===== config.mk =====
export PLATFORM = sky130hd
export DESIGN_NAME = mem_access_unit
export DESIGN_NICKNAME = d
export VERILOG_FILES = /design/src/rtl/mem_access_unit.sv
export SDC_FILE = /design/constraint.sdc
export NUM_CORES = 1
export LEC_CHECK = 0
export ABC_AREA = 0
export BUFFER_PORTS_ARGS = -buffer_cell sky130_fd_sc_hd__buf_4
export CAP_MARGIN = 20
export CORE_AREA = 2 2 104 106
export DETAILED_ROUTE_END_ITERATION = 12
export DIE_AREA = 0 0 106 108
export GPL_TIMING_DRIVEN = 0
export PLACE_DENSITY = 0.78
export SLEW_MARGIN = 25
export SYNTH_ARGS = -nofsm -noshare
export SYNTH_HDL_FRONTEND = slang
export SYNTH_SLANG_ARGS = --single-unit

===== constraint.sdc =====
create_clock -name clk -period 4 [get_ports clk]
set_input_delay 1.2 -clock clk [delete_from_list [all_inputs] [get_ports clk]]
set_output_delay 1.2 -clock clk [all_outputs]
set_load 0.01 [all_outputs]

===== src/rtl/mem_access_unit.sv =====
// Memory-stage load/store initiator driving a byte-organised data RAM port.
// Optional misalignment faults are compiled in with `define MEM_ALIGN_CHECK_EN.
module mem_access_unit #(
   parameter int unsigned RAM_LATENCY = 1,
   parameter int unsigned ADDR_LIMIT  = 128
) (
   input  logic        clk,
   input  logic        rst,
   input  logic        req_valid,
   output logic        req_ready,
   input  logic        req_we,
   input  logic [1:0]  req_size,
   input  logic        req_signed,
   input  logic [31:0] req_addr,
   input  logic [31:0] req_wdata,
   output logic        resp_valid,
   input  logic        resp_ready,
   output logic [31:0] resp_rdata,
   output logic        resp_fault,
   output logic [1:0]  ram_size,
   output logic        ram_read,
   output logic        ram_write,
   output logic [31:0] ram_data,
   input  logic [31:0] ram_word,
   output logic [31:0] ram_adr
);

   if (RAM_LATENCY == 0 || RAM_LATENCY > 15) begin : g_latency_range
      $error("RAM_LATENCY must be in the range 1..15");
   end

   localparam logic [32:0] LIMIT    = 33'(ADDR_LIMIT);
   localparam logic [3:0]  CNT_INIT = 4'(RAM_LATENCY - 1);

   typedef enum logic [1:0] {IDLE, ACCESS, RESP} state_t;

   state_t      state;
   logic [3:0]  cnt;
   logic        lat_we;
   logic        lat_signed;

   logic [2:0]  nbytes;
   logic [32:0] end_addr;
   logic        misaligned;
   logic        fault;

   // Range check is done on 33 bits so addr + size can never wrap back in range.
   always_comb begin
      case (req_size)
         2'd1:    nbytes = 3'd1;
         2'd2:    nbytes = 3'd2;
         default: nbytes = 3'd4;
      endcase
      end_addr = {1'b0, req_addr} + {30'd0, nbytes};
`ifdef MEM_ALIGN_CHECK_EN
      case (req_size)
         2'd1:    misaligned = 1'b0;
         2'd2:    misaligned = req_addr[0];
         default: misaligned = |req_addr[1:0];
      endcase
`else
      misaligned = 1'b0;
`endif
      fault = ({1'b0, req_addr} >= LIMIT) || (end_addr > LIMIT) || misaligned;
   end

   function automatic logic [31:0] extend_load(input logic [31:0] w, input logic [1:0] size,
                                               input logic sgn);
      case (size)
         2'd1:    extend_load = {{24{sgn & w[7]}}, w[7:0]};
         2'd2:    extend_load = {{16{sgn & w[15]}}, w[15:0]};
         default: extend_load = w;
      endcase
   endfunction

   // ram_adr/ram_size/ram_data double as the latched request fields.
   always_ff @(posedge clk) begin
      if (rst) begin
         state      <= IDLE;
         cnt        <= '0;
         lat_we     <= 1'b0;
         lat_signed <= 1'b0;
         req_ready  <= 1'b1;
         resp_valid <= 1'b0;
         resp_rdata <= '0;
         resp_fault <= 1'b0;
         ram_size   <= '0;
         ram_read   <= 1'b0;
         ram_write  <= 1'b0;
         ram_data   <= '0;
         ram_adr    <= '0;
      end else begin
         case (state)
            IDLE: begin
               if (req_valid) begin
                  lat_we     <= req_we;
                  lat_signed <= req_signed;
                  req_ready  <= 1'b0;
                  if (fault) begin
                     resp_valid <= 1'b1;
                     resp_fault <= 1'b1;
                     resp_rdata <= '0;
                     state      <= RESP;
                  end else begin
                     ram_adr   <= req_addr;
                     ram_size  <= req_size;
                     ram_data  <= req_wdata;
                     ram_write <= req_we;
                     ram_read  <= ~req_we;
                     cnt       <= CNT_INIT;
                     state     <= ACCESS;
                  end
               end
            end
            ACCESS: begin
               if (cnt == '0) begin
                  ram_read   <= 1'b0;
                  ram_write  <= 1'b0;
                  resp_valid <= 1'b1;
                  resp_fault <= 1'b0;
                  resp_rdata <= lat_we ? '0 : extend_load(ram_word, ram_size, lat_signed);
                  state      <= RESP;
               end else begin
                  cnt <= cnt - 4'd1;
               end
            end
            RESP: begin
               if (resp_ready) begin
                  resp_valid <= 1'b0;
                  resp_rdata <= '0;
                  resp_fault <= 1'b0;
                  req_ready  <= 1'b1;
                  state      <= IDLE;
               end
            end
            default: state <= IDLE;
         endcase
      end
   end

endmodule


==> impl_metrics.json, run 1 <==
{
  "place_inst": 878,
  "seq_area_frac_synth": 0.4672,
  "clockBufferDepth": 2,
  "post-route-period-util": 0.9553,
  "grt_max_degree": 24,
  "synth-xor-area-share": 0.003683,
  "fillers": 879,
  "hold_viol": 0,
  "synth_nets": 655,
  "synthMuxAreaShare": 0.07261,
  "drv_cap": 0,
  "num_vias": 4765,
  "diodes": 0,
  "rsz0062_at_grt": "no",
  "drt_iter0_markers": 276,
  "postCtsSetupRepairBufs": 0,
  "ff_latch_area_um2": 2222,
  "core_region_area_um2": 10230,
  "power.leakage_nw": 2.909,
  "layout.cells.non_filler": 894,
  "swShare": 0.2790,
  "die_w_um": 106,
  "antenna_found_initial": 0,
  "initial_core_util": 0.4648,
  "io_buffers": 205,
  "hp-class": "reg -> reg",
  "clockRootBuffer": "clkbuf_8",
  "endpoint_kind": "flop",
  "maxSlewViolCount": 0,
  "wl_per_cell_um": 15.24,
  "synthAdderAreaFrac": 0.03841,
  "multiInputGateArea_um2": 2301,
  "worst_slew_pin_slew_ns": 0.6281,
  "detail_route.drc_violations": 0,
  "worstPathRequired_ns": 4.26,
  "wirelength_mm": 13.63,
  "fp-row-count": 37,
  "r2r_slack_ns": 1.45,
  "place_congestion": 0.8401,
  "grtUsageTotal": 0.2328,
  "yosysWarnings": 0,
  "path_max_fanout": 10,
  "path_clk_slew_ns": 0.11,
  "r2r_cells": 8,
  "cts.sinks": 111,
  "num-nets-final": 871,
  "die_h_um": 108,
  "r2r_end": "resp_rdata[12]",
  "grt_first_pass_wirelength_mm": 21.73,
  "worstReg2RegStart": "cnt[0]",
  "synth_cell_type_count": 52,
  "relSlewSlack": 0.5803,
  "setup_viol": 0,
  "power.switching_uw": 580.8,
  "internal_power_mw": 1.501,
  "p_seq_frac": 0.537,
  "hp-start": "resp_rdata[30]",
  "syn_to_final_growth_pct": 40.54,
  "drtAntennaViolNets": 0,
  "netlist_instances": 537,
  "post_route_cells_drive_above_1_share": 0.3232,
  "peakVddDrop_mv": 0.1900,
  "syn-mean-instance-area_um2": 8.856,
  "post_drt_via_cell_ratio": 5.330,
  "synthesis.area_um2": 4756,
  "synth-simple-area-share": 0.1876,
  "clk_latency_ns": 0.38,
  "worstSetupPathType": "in -> reg",
  "min_period_ns": 3.821,
  "cts_buffers": 9,
  "dp_hpwl_mm": 10.54,
  "clkPwrFrac": 0.337,
  "grt_pass1_vias": 4616,
  "power_density_nw_per_um2": 311.4,
  "outcome": "completed",
  "arrival_ns": 4.09,
  "drtPass1Iterations": 5,
  "critPathLaunchType": "input pin",
  "fin_tns_setup_ns": 0,
  "hold_end": "resp_rdata[30]",
  "combPwrFrac": 0.126,
  "tritoncts": "yes",
  "htree_levels": 3,
  "dieArea_um2": 11450,
  "grt-ovfl-total": 0,
  "skew_ns": 0.01873,
  "hold_path_depth": 2,
  "synth_top_family_by_area": "simple AND/OR/NAND/NOR gates",
  "synth-seq-cells": 111,
  "synth_compound_area_frac": 0.1807,
  "io_pins": 207,
  "fmax_mhz": 261.7
}
## cells in the mapped netlist (all sizes together)
| cell | count | area [um2] |
|---|---|---|
| a211oi | 7 | 57.55 |
| a21o | 1 | 7.510 |
| a21oi | 63 | 322.8 |
| a22o | 1 | 8.760 |
| a311oi | 1 | 8.760 |
| a31o | 1 | 8.760 |
| a31oi | 2 | 27.53 |
| and2 | 26 | 162.7 |
| and3 | 1 | 6.260 |
| and4 | 1 | 8.760 |
| buf | 10 | 71.31 |
| clkbuf | 30 | 112.6 |
| dfxtp | 111 | 2222 |
| fa | 1 | 20.02 |
| ha | 13 | 162.7 |
| inv | 14 | 52.55 |
| mux2 | 8 | 105.1 |
| mux2i | 24 | 240.2 |
| nand2 | 49 | 183.9 |
| nand2b | 4 | 25.02 |
| nand3 | 49 | 250.2 |
| nand3b | 2 | 15.01 |
| nand4 | 4 | 25.02 |
| nand4b | 1 | 8.760 |
| nor2 | 8 | 30.03 |
| nor2b | 9 | 56.30 |
| nor3 | 7 | 35.03 |
| nor3b | 2 | 15.01 |
| nor4 | 5 | 31.28 |
| nor4bb | 2 | 20.02 |
| o211a | 2 | 20.02 |
| o211ai | 2 | 15.01 |
| o21a | 1 | 7.510 |
| o21ai | 64 | 320.3 |
| o21ba | 1 | 10.01 |
| o221a | 1 | 11.26 |
| o31ai | 1 | 7.510 |
| o32ai | 2 | 17.52 |
| o41ai | 1 | 8.760 |
| or2 | 1 | 6.260 |
| or3 | 2 | 12.51 |
| xnor2 | 1 | 8.760 |
| xor2 | 1 | 8.760 |
## state kept, by name, indices dropped and copies added (netlist names)
signal      count
cnt             4
lat_signed      1
lat_we          1
ram_adr        32
ram_data       32
ram_read        1
ram_size        2
ram_write       1
req_ready       1
resp_fault      1
resp_rdata     32
resp_valid      1
state           2
## power groups by stage
| stage | clock network, mW | registers, mW | logic [mW] |
|---|---|---|---|
| 4_1_cts | 0.710 | 1.12 | 0.262 |
| 6_report | 0.701 | 1.12 | 0.263 |
| 2_1_floorplan | 0 | 1.14 | 0.133 |
| 3_3_place_gp | 0 | 1.14 | 0.255 |
| 5_1_grt | 0.762 | 1.12 | 0.286 |
| 3_5_place_dp | 0 | 1.14 | 0.261 |
## placed cells by master, fill, tap and decap left out, types with 5 or more instances in the layout
| cell type | synthesis | final |
|---|---|---|
| a211oi_1 | 6 | 6 |
| a21oi_1 | 61 | 60 |
| and2_1 | 26 | 26 |
| buf_4 | 1 | 206 |
| clkbuf_1 | 30 | 30 |
| clkbuf_8 | 0 | 9 |
| dfxtp_1 | 111 | 111 |
| ha_1 | 13 | 13 |
| inv_1 | 14 | 14 |
| mux2i_1 | 24 | 24 |
| nand2_1 | 49 | 49 |
| nand3_1 | 48 | 48 |
| nor2_1 | 8 | 8 |
| nor2b_1 | 9 | 9 |
| nor3_1 | 7 | 7 |
| nor4_1 | 5 | 5 |
| o21ai_0 | 64 | 64 |
## worst max-delay path: stages
cell and delay (ns):
buf_4 0.12, ha_1 0.19, ha_1 0.21, fa_1 0.40, a21oi_1 0.30, o21ba_1 0.16, o211ai_1 0.21, a21o_1 0.24
buf_4 0.18, a31oi_4 0.34, buf_8 0.21, mux2_4 0.30
## worst max path at each step
stage | start | to | slack (ns) | depth (start not counted)
2_1_floorplan | req_size[1] | resp_rdata[12] | 0.28 | 12
3_3_place_gp | req_size[0] | resp_rdata[13] | -0.11 | 12
3_5_place_dp | req_size[0] | ram_data[31] | -0.21 | 11
4_1_cts | req_size[0] | ram_data[31] | 0.16 | 11
5_1_grt | req_size[1] | resp_rdata[12] | 0.02 | 13
6_report | req_size[0] | resp_rdata[12] | 0.18 | 12
## metal layers
layer	track usage	up-vias	wire length [um]
met4	0.08553	0	359
met5	0	-	0
met2	0.3866	179	6235
met3	0.07052	31	1108
met1	0.2872	2239	5924
li1	-	2316	-
## kinds of logic after synthesis
kind of cell | Yosys count
buf+inv | 54
mux | 32
simple gates | 173
fa+ha+maj | 14
xor+xnor | 2
flops | 111
compound gates | 151
## repair_timing
item,in CTS,in global routing
endpoints found under the setup margin,0,20
resized for setup,0,1
hold buffers,0,0
## area by class of cell
type,instances,share of cell area
sequential,111,0.3325
clock inverter,7,0.01367
inverter,14,0.007862
tap,136,0.02546
timing repair buffer,205,0.2303
multi-input combinational,372,0.3443
buffer,40,0.02752
clock buffer,9,0.01853
## per-stage QoR
stage | instance area (um2) | hold WS (ns) | power, mW | util | worst slack, ns
after detailed placement | 6465 | 0.4453 | 1.404 | 0.6319 | -0.2143
final | 6684 | 0.4637 | 2.082 | 0.6533 | 0.1788
after CTS | 6680 | 0.4661 | 2.090 | 0.6529 | 0.1587
after floorplan | 4756 | 0.4453 | 1.277 | - | 0.2770
after global placement | 6465 | 0.4426 | 1.397 | 0.6319 | -0.1109
after global routing | 6684 | 0.4842 | 2.168 | 0.6533 | 0.01573
No activity file was read; power rests on OpenSTA's default activity.
==> run 2, diff against run 1 <==
--- a/config.mk
+++ b/config.mk
@@ -8,9 +8,9 @@
 export ABC_AREA = 0
 export BUFFER_PORTS_ARGS = -buffer_cell sky130_fd_sc_hd__buf_4
 export CAP_MARGIN = 20
-export CORE_AREA = 2 2 104 106
+export CORE_AREA = 5 5 107 109
 export DETAILED_ROUTE_END_ITERATION = 12
-export DIE_AREA = 0 0 106 108
+export DIE_AREA = 0 0 112 114
 export GPL_TIMING_DRIVEN = 0
 export PLACE_DENSITY = 0.78
 export SLEW_MARGIN = 25
==> impl_metrics.json, run 2 (same netlist as run 1, synthesis figures left out) <==
{
  "antenna_found_initial": 0,
  "power_density_nw_per_um2": 308.7,
  "place_inst": 882,
  "initial_core_util": 0.4526,
  "cts_buffers": 9,
  "post-route-period-util": 0.9483,
  "r2r_cells": 10,
  "arrival_ns": 4.09,
  "path_max_fanout": 10,
  "cp_top_family": "compound AO/OA/AOI/OAI gates",
  "detail_route.drc_violations": 0,
  "fin_tns_setup_ns": 0,
  "layout.cells.non_filler": 897,
  "final_cell_mix": "buf_4 (206), dfxtp_1 (111), o21ai_0 (64)",
  "syn_to_final_growth_pct": 40.20,
  "crit_buf_inv": 2,
  "cp_slowest_cell": "a21oi_1",
  "path_clk_slew_ns": 0.10,
  "io_pins": 207,
  "cp_common_cell": "a21oi_1",
  "hold_viol": 0,
  "r2r_end": "resp_rdata[29]",
  "drv_cap": 0,
  "wirelength_mm": 13.89,
  "fillers": 895,
  "endpoint_kind": "flop",
  "core_region_area_um2": 10510,
  "grt_pass1_vias": 4654,
  "wl_per_cell_um": 15.49,
  "rsz0062_at_grt": "no",
  "setup_viol": 0,
  "cp.depth": 11,
  "postCtsSetupRepairBufs": 0,
  "hp-class": "reg -> reg",
  "outcome": "completed",
  "crit_end": "ram_adr[3]",
  "die_w_um": 112,
  "clockBufferDepth": 2,
  "htree_levels": 3,
  "dieArea_um2": 12770,
  "drtPass1Iterations": 4,
  "fp-row-count": 38,
  "place_congestion": 0.8334,
  "clk_latency_ns": 0.36,
  "r2r_slack_ns": 1.48,
  "drtAntennaViolNets": 0,
  "cp-startpoint": "req_size[0]",
  "drt_iter0_markers": 293,
  "fin_area_um2": 6668,
  "crit_path_cell_trace": "buf_4, ha_1, ha_1, fa_1, a21oi_1, o21ba_1, o211ai_1, a21oi_1, clkbuf_1, o21ai_0, a21oi_1",
  "fmax_mhz": 263.6,
  "post_dp_cell_area_um2": 6470,
  "grt-ovfl-total": 0,
  "worstReg2RegStart": "state[1]",
  "relSlewSlack": 0.5983,
  "tritoncts": "yes",
  "worstSetupPathType": "in -> reg",
  "ff_latch_area_um2": 2222,
  "power.leakage_nw": 2.901,
  "diodes": 0,
  "maxSlewViolCount": 0,
  "worstPathRequired_ns": 4.30,
  "mostFrequentLayoutCell": "buf_4",
  "slowest_delay_ns": 0.56,
  "multiInputGateArea_um2": 2297,
  "grtUsageTotal": 0.2114,
  "grt_max_degree": 17,
  "post_drt_via_cell_ratio": 5.191,
  "critPathLaunchType": "input pin",
  "die_h_um": 114,
  "num-nets-final": 871,
  "cts.sinks": 111,
  "grt_first_pass_wirelength_mm": 22.45,
  "skew_ns": 0.01159,
  "worst_slew_pin_slew_ns": 0.6004,
  "clockRootBuffer": "clkbuf_8",
  "largest_registers": "ram_adr (32), ram_data (32), resp_rdata (32)",
  "post_route_cells_drive_above_1_share": 0.3197,
  "num_vias": 4656,
  "io_buffers": 205,
  "dp_hpwl_mm": 10.89,
  "cts_resized": 0,
  "totalPowerFinal_mw": 2.059,
  "min_period_ns": 3.793,
  "cts-hold-fix-buffers": 0,
  "peakVddDrop_mv": 0.2145
}
==> run 2: metrics by stage <==
| stage | setup WS, ns | util | hold slack [ns] |
|---|---|---|---|
| after floorplan | 0.2770 | - | 0.4453 |
| after global placement | -0.08403 | 0.6157 | 0.4422 |
| after detailed placement | -0.1496 | 0.6157 | 0.4449 |
| after CTS | 0.2238 | 0.6346 | 0.4648 |
| after global routing | 0.04275 | 0.6346 | 0.4818 |
| final | 0.2066 | 0.6346 | 0.4614 |
==> run 2: per-layer routing <==
layer | vias to the layer above | track usage | share of wire | routed length (um)
met4 | 0 | 0.05609 | 0.012 | 171
met3 | 15 | 0.06844 | 0.085 | 1180
met2 | 161 | 0.3461 | 0.48 | 6601
li1 | 2314 | - | - | -
met5 | - | 0 | 0 | 0
met1 | 2166 | 0.2710 | 0.43 | 5939
==> run 2: layout make-up <==
cell class | count | share of cell area
buffer | 40 | 0.02758
clock buffer | 12 | 0.02327
clock inverter | 3 | 0.006380
inverter | 14 | 0.007881
multi-input combinational | 372 | 0.3445
sequential | 111 | 0.3333
tap | 140 | 0.02627
timing repair buffer | 205 | 0.2308
==> run 2: worst min-delay path: stages, from the launching register on <==
cell and delay [ns]:
dfxtp_1 0.32, nand2_1 0.05, mux2i_1 0.05
==> run 2: how the worst min path moves through the flow <==
stage / from / to / cells past startpoint
after detailed placement: ram_adr[11] / ram_adr[11] / 1
after CTS: resp_rdata[0] / resp_rdata[0] / 2
after global placement: resp_rdata[18] / resp_rdata[18] / 2
after global routing: ram_adr[27] / ram_adr[27] / 1
after floorplan: lat_we / lat_we / 2
final: resp_rdata[0] / resp_rdata[0] / 2
==> run 2: power by group <==
part	internal [mW]	leakage [nW]	switching [mW]
Sequential	1.11	0.895	0.00553
Combinational	0.129	1.91	0.133
Clock	0.320	0.0985	0.360
Total	1.56	2.90	0.498
